### src/rtl/ex_muldiv_if.sv
// rtl/ex_muldiv_if.sv - RR/EX to multiply/divide unit bundle with HI/LO and MF* return path
interface ex_muldiv_if #(
  parameter int XLEN = 32
);
  logic            valid_ex;
  logic            flush_ex;
  logic [5:0]      opcode_ex;
  logic [5:0]      funct_ex;
  logic [XLEN-1:0] rs_val;
  logic [XLEN-1:0] rt_val;
  logic            stall;
  logic            busy;
  logic [XLEN-1:0] hi;
  logic [XLEN-1:0] lo;
  logic [XLEN-1:0] mf_data;
  logic            mf_valid;

  modport master (
    output valid_ex, flush_ex, opcode_ex, funct_ex, rs_val, rt_val,
    input  stall, busy, hi, lo, mf_data, mf_valid
  );

  modport slave (
    input  valid_ex, flush_ex, opcode_ex, funct_ex, rs_val, rt_val,
    output stall, busy, hi, lo, mf_data, mf_valid
  );
endinterface

### src/rtl/ex_muldiv.sv
// rtl/ex_muldiv.sv - iterative MULT/DIV unit with private HI/LO; divider compiled in by MULDIV_DIV_EN
module ex_muldiv #(
  parameter int XLEN  = 32,
  parameter int ITERS = 32
) (
  input  logic       clk,
  input  logic       rst,
  ex_muldiv_if.slave ex
);
  localparam int            CW      = (ITERS > 1) ? $clog2(ITERS) : 1;
  localparam logic [CW-1:0] LAST    = CW'(ITERS - 1);
  localparam logic [5:0]    F_MFHI  = 6'h10;
  localparam logic [5:0]    F_MTHI  = 6'h11;
  localparam logic [5:0]    F_MFLO  = 6'h12;
  localparam logic [5:0]    F_MTLO  = 6'h13;
  localparam logic [5:0]    F_MULT  = 6'h18;
  localparam logic [5:0]    F_MULTU = 6'h19;
`ifdef MULDIV_DIV_EN
  localparam logic [5:0]    F_DIV   = 6'h1A;
  localparam logic [5:0]    F_DIVU  = 6'h1B;
`endif

  typedef enum logic [1:0] {S_IDLE, S_RUN, S_FIX} state_t;

  state_t            state, state_nx;
  logic [CW-1:0]     cnt;
  logic [2*XLEN-1:0] acc;       // mul: {partial product, multiplier}; div: {remainder, quotient}
  logic [XLEN-1:0]   opnd;      // |rs| for multiply, |rt| for divide
  logic [XLEN-1:0]   hi_q, lo_q;
  logic              neg_main;  // negate product or quotient
`ifdef MULDIV_DIV_EN
  logic              op_div, neg_rem, div_zero;
  logic [XLEN-1:0]   dividend_raw;
  logic [XLEN:0]     div_shift, div_diff;
`endif

  logic              r_type, is_mf, is_mt, is_mul, is_div, live, busy, accept;
  logic              signed_op, rs_neg, rt_neg;
  logic [XLEN-1:0]   rs_mag, rt_mag;
  logic [XLEN:0]     mul_sum;
  logic [2*XLEN-1:0] step, prod_fix;
  logic [XLEN-1:0]   hi_fix, lo_fix;

  assign busy = (state != S_IDLE);

  // Instruction decode, acceptance and operand magnitudes
  always_comb begin
    r_type = (ex.opcode_ex == 6'h00);
    is_mf  = (ex.funct_ex == F_MFHI) || (ex.funct_ex == F_MFLO);
    is_mt  = (ex.funct_ex == F_MTHI) || (ex.funct_ex == F_MTLO);
    is_mul = (ex.funct_ex == F_MULT) || (ex.funct_ex == F_MULTU);
`ifdef MULDIV_DIV_EN
    is_div = (ex.funct_ex == F_DIV) || (ex.funct_ex == F_DIVU);
`else
    is_div = 1'b0;
`endif
    live      = ex.valid_ex & ~ex.flush_ex & r_type & (is_mf | is_mt | is_mul | is_div);
    accept    = live & ~busy & (is_mul | is_div);
    signed_op = ~ex.funct_ex[0];
    rs_neg    = signed_op & ex.rs_val[XLEN-1];
    rt_neg    = signed_op & ex.rt_val[XLEN-1];
    rs_mag    = rs_neg ? -ex.rs_val : ex.rs_val;
    rt_mag    = rt_neg ? -ex.rt_val : ex.rt_val;
  end

  assign ex.busy     = busy;
  assign ex.stall    = live & busy;
  assign ex.hi       = hi_q;
  assign ex.lo       = lo_q;
  assign ex.mf_valid = live & ~busy & is_mf;
  assign ex.mf_data  = (live & ~busy & is_mf) ? ((ex.funct_ex == F_MFHI) ? hi_q : lo_q) : '0;

  // Next-state logic: one RUN pass per iteration, then a single FIX cycle
  always_comb begin
    state_nx = state;
    unique case (state)
      S_IDLE:  if (accept) state_nx = S_RUN;
      S_RUN:   if (cnt == LAST) state_nx = S_FIX;
      S_FIX:   state_nx = S_IDLE;
      default: state_nx = S_IDLE;
    endcase
  end

  // One shift-add (multiply) or restoring-subtract (divide) iteration
  always_comb begin
    mul_sum = {1'b0, acc[2*XLEN-1:XLEN]} + {1'b0, opnd};
    step    = acc[0] ? {mul_sum, acc[XLEN-1:1]}
                     : {1'b0, acc[2*XLEN-1:XLEN], acc[XLEN-1:1]};
`ifdef MULDIV_DIV_EN
    div_shift = {acc[2*XLEN-1:XLEN], acc[XLEN-1]};
    div_diff  = div_shift - {1'b0, opnd};
    if (op_div) begin
      step = div_diff[XLEN] ? {div_shift[XLEN-1:0], acc[XLEN-2:0], 1'b0}
                            : {div_diff[XLEN-1:0],  acc[XLEN-2:0], 1'b1};
    end
`endif
  end

  // Sign correction and special-case results written in FIX
  always_comb begin
    prod_fix = neg_main ? -acc : acc;
    hi_fix   = prod_fix[2*XLEN-1:XLEN];
    lo_fix   = prod_fix[XLEN-1:0];
`ifdef MULDIV_DIV_EN
    if (op_div) begin
      if (div_zero) begin
        hi_fix = dividend_raw;
        lo_fix = '1;
      end else begin
        lo_fix = neg_main ? -acc[XLEN-1:0] : acc[XLEN-1:0];
        hi_fix = neg_rem ? -acc[2*XLEN-1:XLEN] : acc[2*XLEN-1:XLEN];
      end
    end
`endif
  end

  // State, datapath and HI/LO registers
  always_ff @(posedge clk or negedge rst) begin
    if (!rst) begin
      state        <= S_IDLE;
      cnt          <= '0;
      acc          <= '0;
      opnd         <= '0;
      hi_q         <= '0;
      lo_q         <= '0;
      neg_main     <= 1'b0;
`ifdef MULDIV_DIV_EN
      op_div       <= 1'b0;
      neg_rem      <= 1'b0;
      div_zero     <= 1'b0;
      dividend_raw <= '0;
`endif
    end else begin
      state <= state_nx;
      unique case (state)
        S_IDLE: begin
          cnt <= '0;
          if (accept) begin
            neg_main <= rs_neg ^ rt_neg;
`ifdef MULDIV_DIV_EN
            op_div       <= is_div;
            neg_rem      <= rs_neg;
            div_zero     <= (ex.rt_val == '0);
            dividend_raw <= ex.rs_val;
            if (is_div) begin
              acc  <= {{XLEN{1'b0}}, rs_mag};
              opnd <= rt_mag;
            end else
`endif
            begin
              acc  <= {{XLEN{1'b0}}, rt_mag};
              opnd <= rs_mag;
            end
          end else if (live & is_mt) begin
            if (ex.funct_ex == F_MTHI) hi_q <= ex.rs_val;
            else                       lo_q <= ex.rs_val;
          end
        end
        S_RUN: begin
          acc <= step;
          cnt <= cnt + 1'b1;
        end
        S_FIX: begin
          hi_q <= hi_fix;
          lo_q <= lo_fix;
        end
        default: ;
      endcase
    end
  end
endmodule

### src/flat_wrapper.sv
// flat-port wrapper written by rule: the top's interface ports become plain ports
module ex_muldiv_flat 
#(
  parameter int XLEN  = 32,
  parameter int ITERS = 32
)
  (clk, rst, ex_valid_ex, ex_flush_ex, ex_opcode_ex, ex_funct_ex, ex_rs_val, ex_rt_val, ex_stall, ex_busy, ex_hi, ex_lo, ex_mf_data, ex_mf_valid);
  ex_muldiv_if #(.XLEN(XLEN)) ex_i ();
  input  logic clk;
  input  logic rst;
  input wire logic [$bits(ex_i.valid_ex)-1:0] ex_valid_ex;
  input wire logic [$bits(ex_i.flush_ex)-1:0] ex_flush_ex;
  input wire logic [$bits(ex_i.opcode_ex)-1:0] ex_opcode_ex;
  input wire logic [$bits(ex_i.funct_ex)-1:0] ex_funct_ex;
  input wire logic [$bits(ex_i.rs_val)-1:0] ex_rs_val;
  input wire logic [$bits(ex_i.rt_val)-1:0] ex_rt_val;
  output wire logic [$bits(ex_i.stall)-1:0] ex_stall;
  output wire logic [$bits(ex_i.busy)-1:0] ex_busy;
  output wire logic [$bits(ex_i.hi)-1:0] ex_hi;
  output wire logic [$bits(ex_i.lo)-1:0] ex_lo;
  output wire logic [$bits(ex_i.mf_data)-1:0] ex_mf_data;
  output wire logic [$bits(ex_i.mf_valid)-1:0] ex_mf_valid;
  assign ex_i.valid_ex = ex_valid_ex;
  assign ex_i.flush_ex = ex_flush_ex;
  assign ex_i.opcode_ex = ex_opcode_ex;
  assign ex_i.funct_ex = ex_funct_ex;
  assign ex_i.rs_val = ex_rs_val;
  assign ex_i.rt_val = ex_rt_val;
  assign ex_stall = ex_i.stall;
  assign ex_busy = ex_i.busy;
  assign ex_hi = ex_i.hi;
  assign ex_lo = ex_i.lo;
  assign ex_mf_data = ex_i.mf_data;
  assign ex_mf_valid = ex_i.mf_valid;
  ex_muldiv #(.XLEN(XLEN), .ITERS(ITERS)) u_core (.clk(clk), .rst(rst), .ex(ex_i));
endmodule
### config.mk
export PLATFORM = sky130hd
export DESIGN_NAME = ex_muldiv_flat
export DESIGN_NICKNAME = d
export VERILOG_FILES = /design/src/rtl/ex_muldiv_if.sv /design/src/rtl/ex_muldiv.sv /design/src/flat_wrapper.sv
export SDC_FILE = /design/constraint.sdc
export NUM_CORES = 1
export LEC_CHECK = 0
export ABC_AREA = 1
export CAP_MARGIN = 10
export CELL_PAD_IN_SITES_DETAIL_PLACEMENT = 0
export CELL_PAD_IN_SITES_GLOBAL_PLACEMENT = 1
export CORE_UTILIZATION = 49
export DETAILED_ROUTE_END_ITERATION = 12
export DONT_BUFFER_PORTS = 1
export PLACE_DENSITY_LB_ADDON = 0.1
export SLEW_MARGIN = 25
export SYNTH_ARGS = -nofsm -noshare
export SYNTH_HDL_FRONTEND = slang
export SYNTH_SLANG_ARGS = --single-unit
### constraint.sdc
create_clock -name clk -period 7.2 [get_ports clk]
set_input_delay 2.16 -clock clk [delete_from_list [all_inputs] [get_ports clk]]
set_output_delay 2.16 -clock clk [all_outputs]
set_load 0.05 [all_outputs]
==> run_results.csv <==
group,metric,value,unit
detailed_routing,drt-pass1-iter-count,7,
clock_network,cts_inserted_buffers,17,
final_layout,most-common-layout-cells,"nand2_1 (711), nor2_1 (384), inv_1 (249), nand3_1 (188), a21oi_1 (172)",
yosys,yosys.cell_types.count,52,
clock_network,clock_sink_count,168,
sta,final.setup_skew,10.51,ps
flow_run,timing.max_cap.violations,0,
worst_hold_path,worstHoldStart,"u_core.opnd[29]",
final_layout,area_added_between_synthesis_and_finish,7.031,%
clock_network,cts-hold-fix-buffers,0,
detailed_routing,vias_per_cell,5.936,
clock_network,cts_setup_buffers,0,
detailed_routing,final_routed_wire_length_divided_by_cell_count,21.23,um
placed_design,detailedPlace.worstSlack,587.0,ps
sta,fin_hold_ws,500.6,ps
worst_setup_path,critical_path.max_fanout,34,
clock_network,clock_latency_late_sink,450,ps
sta,setup-violations-final,0,
worst_setup_path,ff2ff_path_depth,8,
yosys,netlist.top_cell.by_area,"dfrtp_1",
yosys,synth_flop_cell,"dfrtp_1",
sta,tightestPinTransition,991.5,ps
pwr,peakVddDrop,0.1095,mV
yosys,ys_top_cells_by_area,"dfrtp_1 (29%), nand2_1 (19%), nor2_1 (10%)",
clock_network,clock_tree_from_tritoncts,"built",
global_route,globalRouteOverflowTotal,0,
floorplan,top_level_ports,179,
sta,postLayoutSetupSlackWorst,814.4,ps
worst_hold_path,worstHoldEndpoint,"u_core.opnd[29]",
placed_design,gp_congestion,0.9976,
floorplan,floorplan.rows,62,
yosys,synth_async_sr_flop_share,1.000,
worst_setup_path,worst_path_largest_cell_delay,400,ps
detailed_routing,drc,0,
worst_setup_path,worst_setup_path_end_kind,"output pin",
detailed_routing,drtAntennaViolNets,0,
global_route,groute.usage.overall,0.3922,
worst_setup_path,r2r-end,"u_core.ex.hi[18]",
pwr,power_density,129.4,nW/um2
pwr,p_total,1.994,mW
worst_hold_path,worstHoldPathCells,2,
worst_setup_path,critPathSlowestCell,"inv_2",
clock_network,clk_root_buffer_cell,"clkbuf_16",
yosys,syn-num-nets,2520,
final_layout,fillerInstances,2987,
yosys,number_of_synthesized_flops_with_an_enable_pin,0,
final_layout,drive_gt1_frac,0.05312,
yosys,netlist_instances,2402,
sta,final-hold-violation-count,0,
worst_setup_path,path_class,"input pin to output pin",
worst_setup_path,worst_r2r_startpoint,"u_core.state[0]",
outcome,status,"finished clean",
clock_network,clk_slew_on_worst_s_h_paths,70,ps
worst_setup_path,timing.critical_path.required,5040,ps
placed_design,numPortBuffers,0,
floorplan,initial_utilization,0.5003,
sta,final.min_clock_period,6386,ps
yosys,synth_seq_area_share,0.2920,
detailed_routing,detail_route.iter0.violations,2054,
placed_design,dp_hpwl,46990,um
detailed_routing,detailroute.via_count,16480,
sta,rsz0062_at_grt,"no",
yosys,yosysTopAreaCellShare,0.2920,
detailed_routing,wirelength,58940,um
worst_setup_path,cell_chain_of_the_critical_path,"inv_2 -> nand4_1 -> nand2_1 -> nand3_1 -> nor3_2 -> buf_4 -> inv_2 -> a21oi_1 -> buf_4",
placed_design,count_of_placed_standard_cells_including_taps,2743,
worst_setup_path,critical_path_launch_point_type,"input pin",
worst_hold_path,holdCritPathClass,"flip-flop to flip-flop",
sta,max_clock_freq,156.6,MHz
global_route,grt_antenna_before_repair,1,
global_route,via_count_of_the_first_global_routing_pass,14950,
clock_network,cts_max_path_buffers,2,
floorplan,die_area,30070,um2
sta,final.period_utilization,0.8869,
clock_network,cts-htree-levels,4,
sta,max_slew_margin,0.3390,
floorplan,die_width,173.4,um
yosys,ys_seq_elements,168,
floorplan,die_h,173.4,um
sta,fin_tns_setup,0,ps
final_layout,most_frequent_standard_cell_in_the_layout_excluding_fill_and_tap_cells,"nand2_1",
sta,maxSlewViolCount,0,
global_route,largest_net_degree_at_the_start_of_global_routing,169,
pwr,cellLeakagePower,7.564,nW
yosys,yosysWarningCount,0,
yosys,post_synth_design_cell_area,14400,um2
clock_network,postCtsResizedCells,0,
global_route,global_route_wire_length_before_repair,89690,um
floorplan,floorplan.core_area,28780,um2
worst_setup_path,setup.reg_to_reg.worst_slack,3540,ps
worst_setup_path,arrival,4230,ps
final_layout,finalNetCount,2496,
yosys,syn-mean-instance-area,5.994,um2
final_layout,fin_cells,2776,
[routing by layer]
| layer | GRT usage | part of all wire | vias to the layer above |
|---|---|---|---|
| met5 | 0 | 0 | - |
| met4 | 0.1103 | 0.024 | 0 |
| met3 | 0.09013 | 0.12 | 86 |
| met2 | 0.5770 | 0.42 | 950 |
| met1 | 0.5714 | 0.43 | 7680 |
| li1 | - | - | 7763 |
[power breakdown]
| group | switching [mW] | internal [mW] |
|---|---|---|
| Combinational | 0.0927 | 0.0366 |
| Sequential | 0.00260 | 0.944 |
| Clock | 0.457 | 0.462 |
| Total | 0.552 | 1.44 |
[worst max-delay path: cells and delay by family]
| kind | cells | cell delay [ps] |
|---|---|---|
| buffers and inverters | 4 | 1080 |
| AOI/OAI and AO/OA | 1 | 220 |
| and+or+nand+nor | 4 | 740 |
[logic make-up after synthesis]
group | synth area share
compound gates | 0.1503
xor+xnor | 0.01764
fa+ha+maj | 0.03354
buf+inv | 0.09655
flops | 0.2920
simple gates | 0.4100
[state kept, by name, summed over array words and instances (netlist names)]
name	count
u_core.neg_main	1
u_core.cnt	5
u_core.ex.lo	32
u_core.opnd	32
u_core.state	2
u_core.ex.hi	32
u_core.acc	64
[synthesized netlist by cell type (3+ instances only)]
cell type	count
dfrtp_1	168
o21ai_0	131
o22ai_1	12
and2_1	3
ha_1	37
nor2_1	386
inv_2	11
nand4_1	65
buf_1	9
nand2_1	712
nand3_1	189
o21ai_2	4
xnor2_1	7
nand3b_1	3
buf_6	3
a21oi_1	172
o21ai_1	31
a31oi_1	8
inv_1	249
nor2_2	8
o211ai_1	15
clkbuf_1	37
o21bai_1	8
a21oi_2	9
nor4_1	4
buf_2	35
xor2_1	22
nor3_1	31
or2_2	4
[stage by stage]
step	utilization	cell area, um2
finish	0.5354	15410
global route	0.5353	15410
CTS	0.5352	15400
detailed placement	0.5149	14820
global placement	0.5148	14820
floorplan	-	14400
[layout make-up]
class | count | area, um2 | share of cell area
clock inverters | 15 | 158.9 | 0.01031
well taps | 384 | 480.5 | 0.03118
diodes | 1 | 2.502 | 0.0001624
inverters | 263 | 993.5 | 0.06447
clock buffers | 17 | 425.4 | 0.02761
multi-input cells | 1885 | 8821 | 0.5724
repair buffers | 43 | 322.8 | 0.02095
flip-flops and latches | 168 | 4205 | 0.2729
[worst max-delay path by stage]
| stage | start | endpoint | slack (ps) | depth (start not counted) |
|---|---|---|---|---|
| 2_1_floorplan | ex_opcode_ex[1] | ex_mf_data[10] | 510 | 7 |
| 3_3_place_gp | ex_funct_ex[4] | ex_mf_data[15] | 750 | 8 |
| 3_5_place_dp | ex_funct_ex[4] | ex_mf_data[25] | 590 | 8 |
| 4_1_cts | ex_funct_ex[4] | ex_mf_data[25] | 570 | 8 |
| 5_1_grt | ex_funct_ex[1] | ex_mf_data[14] | 620 | 9 |
| 6_report | ex_funct_ex[1] | ex_mf_data[1] | 810 | 9 |
(Power assumes the default switching activity.)
